$ cat src/rtl/cache_refill_arbiter_pkg.sv
// Shared types and geometry for the cache refill arbiter.
//   arb_state_t      : arbiter FSM states
//   DEF_*            : default bus/line geometry used as parameter defaults
//   LINE_BYTES       : bytes per cache line for the default geometry
//   OFFSET_W         : byte-offset bits inside a line for the default geometry
package cache_pkg;

    typedef enum logic [2:0] {
        IDLE,
        IC_FILL,
        DC_WB,
        DC_FILL,
        DONE
    } arb_state_t;

    localparam int DEF_ADDR_W     = 32;
    localparam int DEF_DATA_W     = 32;
    localparam int DEF_LINE_WORDS = 4;
    localparam int LINE_BYTES     = DEF_LINE_WORDS * 4;
    localparam int OFFSET_W       = $clog2(LINE_BYTES);

endpackage

$ cat src/rtl/cache_refill_arbiter_if.sv
// Bundle of every handshake/bus signal around the refill arbiter.
//   I-cache side : ic_req, ic_addr -> ic_rvalid, ic_rdata, ic_beat, ic_done
//   D-cache side : dc_req, dc_dirty, dc_addr, dc_wb_addr, dc_wdata
//                  -> dc_rvalid, dc_rdata, dc_beat, dc_done
//   Memory side  : mem_req, mem_we, mem_addr, mem_wdata <- mem_rdata, mem_ack
//   Hazard unit  : cache_busy
// Modports: master = the arbiter, slave = caches + memory + hazard unit.
interface cache_refill_arbiter_if #(
    parameter int ADDR_W     = 32,
    parameter int DATA_W     = 32,
    parameter int LINE_WORDS = 4
);
    localparam int BEAT_W = $clog2(LINE_WORDS);

    logic              ic_req;
    logic [ADDR_W-1:0] ic_addr;
    logic              ic_rvalid;
    logic [DATA_W-1:0] ic_rdata;
    logic [BEAT_W-1:0] ic_beat;
    logic              ic_done;

    logic              dc_req;
    logic              dc_dirty;
    logic [ADDR_W-1:0] dc_addr;
    logic [ADDR_W-1:0] dc_wb_addr;
    logic [DATA_W-1:0] dc_wdata;
    logic              dc_rvalid;
    logic [DATA_W-1:0] dc_rdata;
    logic [BEAT_W-1:0] dc_beat;
    logic              dc_done;

    logic              mem_req;
    logic              mem_we;
    logic [ADDR_W-1:0] mem_addr;
    logic [DATA_W-1:0] mem_wdata;
    logic [DATA_W-1:0] mem_rdata;
    logic              mem_ack;

    logic              cache_busy;

    modport master (
        input  ic_req, ic_addr,
        output ic_rvalid, ic_rdata, ic_beat, ic_done,
        input  dc_req, dc_dirty, dc_addr, dc_wb_addr, dc_wdata,
        output dc_rvalid, dc_rdata, dc_beat, dc_done,
        output mem_req, mem_we, mem_addr, mem_wdata,
        input  mem_rdata, mem_ack,
        output cache_busy
    );

    modport slave (
        output ic_req, ic_addr,
        input  ic_rvalid, ic_rdata, ic_beat, ic_done,
        output dc_req, dc_dirty, dc_addr, dc_wb_addr, dc_wdata,
        input  dc_rvalid, dc_rdata, dc_beat, dc_done,
        input  mem_req, mem_we, mem_addr, mem_wdata,
        output mem_rdata, mem_ack,
        input  cache_busy
    );

endinterface

$ cat src/rtl/cache_refill_arbiter.sv
// Shares one backing-memory port between I-cache refills and D-cache
// writeback+refill, moving one word per mem_ack, and raises cache_busy so the
// hazard unit freezes the core while a miss is outstanding.
// Ports:
//   clk    : rising-edge clock
//   rst_n  : synchronous, active-low reset
//   bus    : cache_refill_arbiter_if.master (cache, memory and busy signals)
module cache_refill_arbiter
    import cache_pkg::*;
#(
    parameter int ADDR_W     = DEF_ADDR_W,
    parameter int DATA_W     = DEF_DATA_W,
    parameter int LINE_WORDS = DEF_LINE_WORDS
) (
    input  logic                     clk,
    input  logic                     rst_n,
    cache_refill_arbiter_if.master   bus
);

    localparam int BEAT_W = $clog2(LINE_WORDS);
    localparam logic [ADDR_W-1:0] LINE_MASK = ~(ADDR_W'(LINE_WORDS * 4 - 1));

    arb_state_t        state_reg;
    logic [BEAT_W-1:0] beat_reg;        // word index of the beat on the memory port
    logic [BEAT_W-1:0] rbeat_reg;       // word index of the word in rdata_reg
    logic              last_grant_dc_reg;
    logic              owner_dc_reg;
    logic [ADDR_W-1:0] line_base_reg;   // line currently on the memory port
    logic [ADDR_W-1:0] fill_base_reg;   // D-cache refill line, held across the writeback
    logic              bubble_reg;      // first DC_FILL cycle after a writeback
    logic              rvalid_reg;
    logic [DATA_W-1:0] rdata_reg;

    logic grant_dc;
    logic grant_ic;
    logic xfer_active;
    logic last_beat;

    // Round-robin: on contention the side that did not win last time gets it.
    assign grant_dc = bus.dc_req & (~bus.ic_req | ~last_grant_dc_reg);
    assign grant_ic = bus.ic_req & ~grant_dc;

    assign xfer_active = (state_reg == IC_FILL) || (state_reg == DC_WB) ||
                         ((state_reg == DC_FILL) && !bubble_reg);
    assign last_beat   = &beat_reg;   // LINE_WORDS is a power of two

    always_ff @(posedge clk) begin
        if (!rst_n) begin
            state_reg         <= IDLE;
            beat_reg          <= '0;
            rbeat_reg         <= '0;
            last_grant_dc_reg <= 1'b0;
            owner_dc_reg      <= 1'b0;
            line_base_reg     <= '0;
            fill_base_reg     <= '0;
            bubble_reg        <= 1'b0;
            rvalid_reg        <= 1'b0;
            rdata_reg         <= '0;
        end else begin
            rvalid_reg <= 1'b0;
            case (state_reg)
                IDLE: begin
                    beat_reg <= '0;
                    if (grant_dc) begin
                        owner_dc_reg  <= 1'b1;
                        fill_base_reg <= bus.dc_addr & LINE_MASK;
                        if (bus.dc_dirty) begin
                            line_base_reg <= bus.dc_wb_addr & LINE_MASK;
                            state_reg     <= DC_WB;
                        end else begin
                            line_base_reg <= bus.dc_addr & LINE_MASK;
                            state_reg     <= DC_FILL;
                        end
                    end else if (grant_ic) begin
                        owner_dc_reg  <= 1'b0;
                        line_base_reg <= bus.ic_addr & LINE_MASK;
                        state_reg     <= IC_FILL;
                    end
                end

                DC_WB: begin
                    if (bus.mem_ack) begin
                        beat_reg <= beat_reg + 1'b1;
                        if (last_beat) begin
                            // mem_req drops for the bubble cycle before the refill
                            line_base_reg <= fill_base_reg;
                            bubble_reg    <= 1'b1;
                            state_reg     <= DC_FILL;
                        end
                    end
                end

                IC_FILL, DC_FILL: begin
                    if (bubble_reg) begin
                        bubble_reg <= 1'b0;
                    end else if (bus.mem_ack) begin
                        beat_reg   <= beat_reg + 1'b1;
                        rbeat_reg  <= beat_reg;
                        rvalid_reg <= 1'b1;
                        rdata_reg  <= bus.mem_rdata;
                        if (last_beat) begin
                            state_reg <= DONE;
                        end
                    end
                end

                DONE: begin
                    last_grant_dc_reg <= owner_dc_reg;
                    state_reg         <= IDLE;
                end

                default: state_reg <= IDLE;
            endcase
        end
    end

    assign bus.mem_req    = xfer_active;
    assign bus.mem_we     = (state_reg == DC_WB);
    assign bus.mem_addr   = line_base_reg | {{(ADDR_W-BEAT_W-2){1'b0}}, beat_reg, 2'b00};
    assign bus.mem_wdata  = (state_reg == DC_WB) ? bus.dc_wdata : '0;

    assign bus.ic_rvalid  = rvalid_reg & ~owner_dc_reg;
    assign bus.ic_rdata   = rdata_reg;
    assign bus.ic_beat    = rbeat_reg;
    assign bus.ic_done    = (state_reg == DONE) & ~owner_dc_reg;

    assign bus.dc_rvalid  = rvalid_reg & owner_dc_reg;
    assign bus.dc_rdata   = rdata_reg;
    // During writeback the D-cache uses dc_beat to select dc_wdata.
    assign bus.dc_beat    = (state_reg == DC_WB) ? beat_reg : rbeat_reg;
    assign bus.dc_done    = (state_reg == DONE) & owner_dc_reg;

    // Combinational so the stall lands in the same cycle as the miss.
    assign bus.cache_busy = bus.ic_req | bus.dc_req | (state_reg != IDLE);

    // A transfer in progress with nobody requesting it is a protocol error.
    req_held_a: assert property (@(posedge clk) disable iff (!rst_n)
        ((state_reg == IC_FILL) || (state_reg == DC_WB) || (state_reg == DC_FILL))
        |-> (bus.ic_req || bus.dc_req));

endmodule
$ cat src/flat_wrapper.sv
// flat-port wrapper written by rule: the top's interface ports become plain ports
module cache_refill_arbiter_flat import cache_pkg::*;
#(
    parameter int ADDR_W     = DEF_ADDR_W,
    parameter int DATA_W     = DEF_DATA_W,
    parameter int LINE_WORDS = DEF_LINE_WORDS
)
  (clk, rst_n, bus_ic_req, bus_ic_addr, bus_ic_rvalid, bus_ic_rdata, bus_ic_beat, bus_ic_done, bus_dc_req, bus_dc_dirty, bus_dc_addr, bus_dc_wb_addr, bus_dc_wdata, bus_dc_rvalid, bus_dc_rdata, bus_dc_beat, bus_dc_done, bus_mem_req, bus_mem_we, bus_mem_addr, bus_mem_wdata, bus_mem_rdata, bus_mem_ack, bus_cache_busy);
  cache_refill_arbiter_if #(.ADDR_W(ADDR_W), .DATA_W(DATA_W), .LINE_WORDS(LINE_WORDS)) bus_i ();
  input  logic clk;
  input  logic rst_n;
  input wire logic [$bits(bus_i.ic_req)-1:0] bus_ic_req;
  input wire logic [$bits(bus_i.ic_addr)-1:0] bus_ic_addr;
  output wire logic [$bits(bus_i.ic_rvalid)-1:0] bus_ic_rvalid;
  output wire logic [$bits(bus_i.ic_rdata)-1:0] bus_ic_rdata;
  output wire logic [$bits(bus_i.ic_beat)-1:0] bus_ic_beat;
  output wire logic [$bits(bus_i.ic_done)-1:0] bus_ic_done;
  input wire logic [$bits(bus_i.dc_req)-1:0] bus_dc_req;
  input wire logic [$bits(bus_i.dc_dirty)-1:0] bus_dc_dirty;
  input wire logic [$bits(bus_i.dc_addr)-1:0] bus_dc_addr;
  input wire logic [$bits(bus_i.dc_wb_addr)-1:0] bus_dc_wb_addr;
  input wire logic [$bits(bus_i.dc_wdata)-1:0] bus_dc_wdata;
  output wire logic [$bits(bus_i.dc_rvalid)-1:0] bus_dc_rvalid;
  output wire logic [$bits(bus_i.dc_rdata)-1:0] bus_dc_rdata;
  output wire logic [$bits(bus_i.dc_beat)-1:0] bus_dc_beat;
  output wire logic [$bits(bus_i.dc_done)-1:0] bus_dc_done;
  output wire logic [$bits(bus_i.mem_req)-1:0] bus_mem_req;
  output wire logic [$bits(bus_i.mem_we)-1:0] bus_mem_we;
  output wire logic [$bits(bus_i.mem_addr)-1:0] bus_mem_addr;
  output wire logic [$bits(bus_i.mem_wdata)-1:0] bus_mem_wdata;
  input wire logic [$bits(bus_i.mem_rdata)-1:0] bus_mem_rdata;
  input wire logic [$bits(bus_i.mem_ack)-1:0] bus_mem_ack;
  output wire logic [$bits(bus_i.cache_busy)-1:0] bus_cache_busy;
  assign bus_i.ic_req = bus_ic_req;
  assign bus_i.ic_addr = bus_ic_addr;
  assign bus_ic_rvalid = bus_i.ic_rvalid;
  assign bus_ic_rdata = bus_i.ic_rdata;
  assign bus_ic_beat = bus_i.ic_beat;
  assign bus_ic_done = bus_i.ic_done;
  assign bus_i.dc_req = bus_dc_req;
  assign bus_i.dc_dirty = bus_dc_dirty;
  assign bus_i.dc_addr = bus_dc_addr;
  assign bus_i.dc_wb_addr = bus_dc_wb_addr;
  assign bus_i.dc_wdata = bus_dc_wdata;
  assign bus_dc_rvalid = bus_i.dc_rvalid;
  assign bus_dc_rdata = bus_i.dc_rdata;
  assign bus_dc_beat = bus_i.dc_beat;
  assign bus_dc_done = bus_i.dc_done;
  assign bus_mem_req = bus_i.mem_req;
  assign bus_mem_we = bus_i.mem_we;
  assign bus_mem_addr = bus_i.mem_addr;
  assign bus_mem_wdata = bus_i.mem_wdata;
  assign bus_i.mem_rdata = bus_mem_rdata;
  assign bus_i.mem_ack = bus_mem_ack;
  assign bus_cache_busy = bus_i.cache_busy;
  cache_refill_arbiter #(.ADDR_W(ADDR_W), .DATA_W(DATA_W), .LINE_WORDS(LINE_WORDS)) u_core (.clk(clk), .rst_n(rst_n), .bus(bus_i));
endmodule
$ cat config.mk
export PLATFORM = sky130hd
export DESIGN_NAME = cache_refill_arbiter_flat
export DESIGN_NICKNAME = d
export VERILOG_FILES = /design/src/rtl/cache_refill_arbiter_pkg.sv /design/src/rtl/cache_refill_arbiter_if.sv /design/src/rtl/cache_refill_arbiter.sv /design/src/flat_wrapper.sv
export SDC_FILE = /design/constraint.sdc
export NUM_CORES = 1
export LEC_CHECK = 0
export CAP_MARGIN = 20
export CORE_MARGIN = 2
export CORE_UTILIZATION = 26
export DETAILED_ROUTE_END_ITERATION = 12
export GPL_TIMING_DRIVEN = 0
export PLACE_DENSITY = 0.6
export SYNTH_ARGS = -nofsm -noshare
export SYNTH_HDL_FRONTEND = slang
export SYNTH_SLANG_ARGS = --single-unit
$ cat constraint.sdc
create_clock -name clk -period 4.2 [get_ports clk]
set_clock_uncertainty 0.05 [all_clocks]
set_input_delay 0.84 -clock clk [delete_from_list [all_inputs] [get_ports clk]]
set_output_delay 0.84 -clock clk [all_outputs]
set_load 0.005 [all_outputs]
==> flow_summary_export.csv <==
group,metric,value,unit
worst_hold_path,min_path_cells,2,
timing,finalCritPeriodShare,82.1,%
grt,grt_pass1_vias,5002,
clocking,numCtsBuffers,9,
timing,setup_viol,0,
placement,place_congestion,0.748,
clocking,insertion_delay,0.35,ns
routing,drcViolationCount,0,
placement,io_buffers,288,
yosys,synth_fa_ha_area_share,0.251,%
power_and_ir_drop,sw_frac_of_total,28.5,%
timing,fmax,0.290,GHz
yosys,synth_mux_area_share,6.03,%
yosys,netlist_area,0.00498,sq mm
die,ios,305,
power_and_ir_drop,p_total,2750,uW
status,outcome,"finished, final reports clean",
finish,largest_reg_flops,32,
power_and_ir_drop,power.net_switching,782,uW
worst_setup_path,cp-start-kind,"flip-flop",
routing,drt_iter0_markers,265,
clocking,cts_root_buf,"clkbuf_16",
finish,design_area,0.00845,sq mm
power_and_ir_drop,ir_drop,178,uV
finish,final_nets,1094,
clocking,htreeDepth,3,
worst_hold_path,hp-class,"flip-flop to flip-flop",
worst_setup_path,critPathMaxStageDelay,0.53,ns
worst_setup_path,crit_chain,"nor2_2 > nand2_1 > inv_1 > buf_2 > nand2_1 > nand2_1 > clkdlybuf4s50_1",
yosys,ys_seq_elements,99,
worst_setup_path,required,3.31,ns
die,die_y,142,microns
worst_setup_path,rr_worst_depth,6,
worst_setup_path,setup.worst_path.end_class,"output port",
clocking,cts_tree,"built",
timing,layout_min_cycle_time,3.45,ns
clocking,cts-resized-gates,0,
timing,hold_viol,0,
yosys,synth-xor-area-share,0,%
routing,ant_nets,0,
routing,dr.pass1.iters,4,
clocking,cts_buffer_depth,2,
yosys,yosys_warnings,0,
placement,placed_area,0.00816,sq mm
yosys,synth_top_area_share,39.8,%
flow_run,drv_cap,0,
timing,rsz0062_at_grt,"no",
yosys,yosysTopAreaCell,"dfxtp_1",
worst_setup_path,cp.arrival,2.56,ns
power_and_ir_drop,p_leak,0.00331,uW
die,start_util,26.5,%
yosys,yosysSeqAreaShare,39.8,%
grt,overflow,0,
yosys,synth_compound_area_share,20.9,%
power_and_ir_drop,power_density,325,mW/mm^2
timing,maxSlewHeadroom,55.0,%
yosys,synth.distinct_cells,35,
placement,dp_hpwl,14.9,mm
timing,worst_pin_slew,0.675,ns
worst_setup_path,critPathSlowestCell,"clkdlybuf4s50_1",
power_and_ir_drop,p_seq_share,39.7,%
clocking,postCtsHoldBufs,0,
clocking,cts_sinks,99,
yosys,synthTopCellsByArea,"dfxtp_1 40%, nand2_1 15%, mux2i_1 6.0%, buf_4 5.9%, and3_1 4.4%",
yosys,synth_top_family_by_area,"simple AND/OR/NAND/NOR gates",
worst_setup_path,cp_common_cell,"nand2_1",
finish,drive_gt1_share,8.71,%
routing,num_vias,5317,
yosys,synth.avg_cell_area,7.94,sq um
routing,wirelength,19.2,mm
die,die_width,142,microns
power_and_ir_drop,clock_power_share,29.7,%
clocking,postCtsSetupBuffers,0,
power_and_ir_drop,pwr-share-comb,30.6,%
worst_setup_path,path_buf_inv,3,
grt,grt_max_degree,15,
finish,diodes,0,
grt,grtUsageTotal,18.4,%
worst_setup_path,cp_top_family,"buffers and inverters",
die,dieArea,0.0203,sq mm
routing,via_per_inst,4.57,
routing,routedWlPerCell,16.5,microns
die,core,0.0188,sq mm
yosys,yosys.area_share.simple,22.2,%
yosys,synthCells,627,
finish,area_delta_synth_final,69.6,%
power_and_ir_drop,p_int,1970,uW
clocking,path_clk_slew,0.07,ns
worst_setup_path,critical_path_class,"flip-flop to output port",
timing,setup_tns,0,ns
timing,drv_slew,0,
grt,antenna_found_initial,0,
worst_setup_path,crit_cells,7,
worst_setup_path,cp_max_fo,10,
grt,grt_pass1_wl,28.8,mm
finish,final_util,45.0,%
die,fp-row-count,50,
[cell type report]
type | count | area (sq um)
flip-flops and latches | 99 | 1980
plain buffers | 85 | 529
multi-input cells | 442 | 2470
inverters | 2 | 7.51
clock inverters | 1 | 7.51
well taps | 234 | 293
clock buffers | 13 | 280
repair buffers | 288 | 2880
fillers | 1910 | 10300
[worst min-delay path, cell delays in order, from the launching register on]
cell      delay [ns]
dfxtp_1         0.31
nand2_1         0.05
a21boi_1        0.05
[logic make-up (layout without fill, tap and decap cells)]
| group | Yosys count | after routing |
|---|---|---|
| buffers and inverters | 87 | 389 |
| and+or+nand+nor | 252 | 252 |
| other | 1 | 2 |
| AOI/OAI and AO/OA | 157 | 157 |
| muxes | 30 | 30 |
| adders and majority gates | 1 | 1 |
| DFF | 99 | 99 |
[cell usage in the layout, fill, tap and decap left out, types with 2 or more instances in the layout]
| cell type | synthesis | routed |
|---|---|---|
| nor2b_1 | 5 | 5 |
| buf_4 | 39 | 39 |
| a21oi_1 | 17 | 17 |
| nor2_1 | 6 | 6 |
| conb_1 | 1 | 2 |
| clkbuf_8 | 0 | 4 |
| mux2i_1 | 30 | 30 |
| a21boi_2 | 2 | 2 |
| nand2_1 | 193 | 193 |
| a21boi_1 | 24 | 24 |
| o21ai_0 | 28 | 28 |
| clkbuf_1 | 25 | 25 |
| a31oi_1 | 29 | 29 |
| clkbuf_16 | 0 | 9 |
| and2_1 | 3 | 3 |
| buf_6 | 6 | 6 |
| a21boi_0 | 24 | 24 |
| clkdlybuf4s50_1 | 0 | 288 |
| and3_1 | 35 | 35 |
| o211ai_1 | 28 | 28 |
| buf_2 | 15 | 15 |
| dfxtp_1 | 99 | 99 |
| nor3_1 | 2 | 2 |
| o21a_1 | 2 | 2 |
[metrics by stage]
step           hold slack, ns  setup WS, ns  std cells
2_1_floorplan           0.385          2.22        628
3_3_place_gp            0.393          1.03       1150
3_5_place_dp            0.398          1.05       1150
4_1_cts                 0.409         0.644       1164
5_1_grt                 0.431         0.542       1164
6_report                0.406         0.753       1164
[synthesized netlist by cell type]
cell type  instances
nand2_1          193
nor2b_1            5
nor3b_1            1
nand3b_1           1
a21boi_2           2
o21a_1             2
o211a_1            1
nor2_1             6
clkbuf_1          25
o211ai_1          28
buf_6              6
a21boi_1          24
ha_1               1
and2_1             3
nand2b_4           1
dfxtp_1           99
nor3_2             1
mux2i_1           30
clkinv_1           1
a21boi_0          24
buf_2             15
a21oi_1           17
nor3_1             2
o21bai_1           1
inv_1              1
buf_4             39
conb_1             1
and3b_1            1
and3_1            35
a31oi_1           29
nor2_2             1
nor3b_4            1
o21ba_2            1
nand3_1            1
o21ai_0           28
[path summary, 6_finish.rpt]
check	start	endpoint	slack, ns
worst max-delay path	u_core.state_reg[0]	bus_dc_beat[0]	0.75
worst min-delay path	u_core.fill_base_reg[22]	u_core.fill_base_reg[22]	0.41
worst max register to register	u_core.state_reg[0]	u_core.line_base_reg[8]	2.30
worst min register to register	u_core.fill_base_reg[22]	u_core.fill_base_reg[22]	0.41
[power by group through the flow]
stage / Combinational (uW) / Sequential (uW) / Clock (uW)
global route: 923 / 1100 / 882
CTS: 857 / 1090 / 843
floorplan: 353 / 1100 / 0
global placement: 846 / 1110 / 0
finish: 842 / 1090 / 815
detailed placement: 853 / 1110 / 0
[routing by layer]
layer  share of wire, %  global-route usage, %  vias to the layer above
met3                7.7                   4.58                       17
met4                1.4                   5.58                        0
met5                  0                      0                        -
met2                 47                   30.9                      223
li1                   -                      -                     2700
met1                 44                   23.3                     2377
No activity file was read; power rests on OpenSTA's default activity.
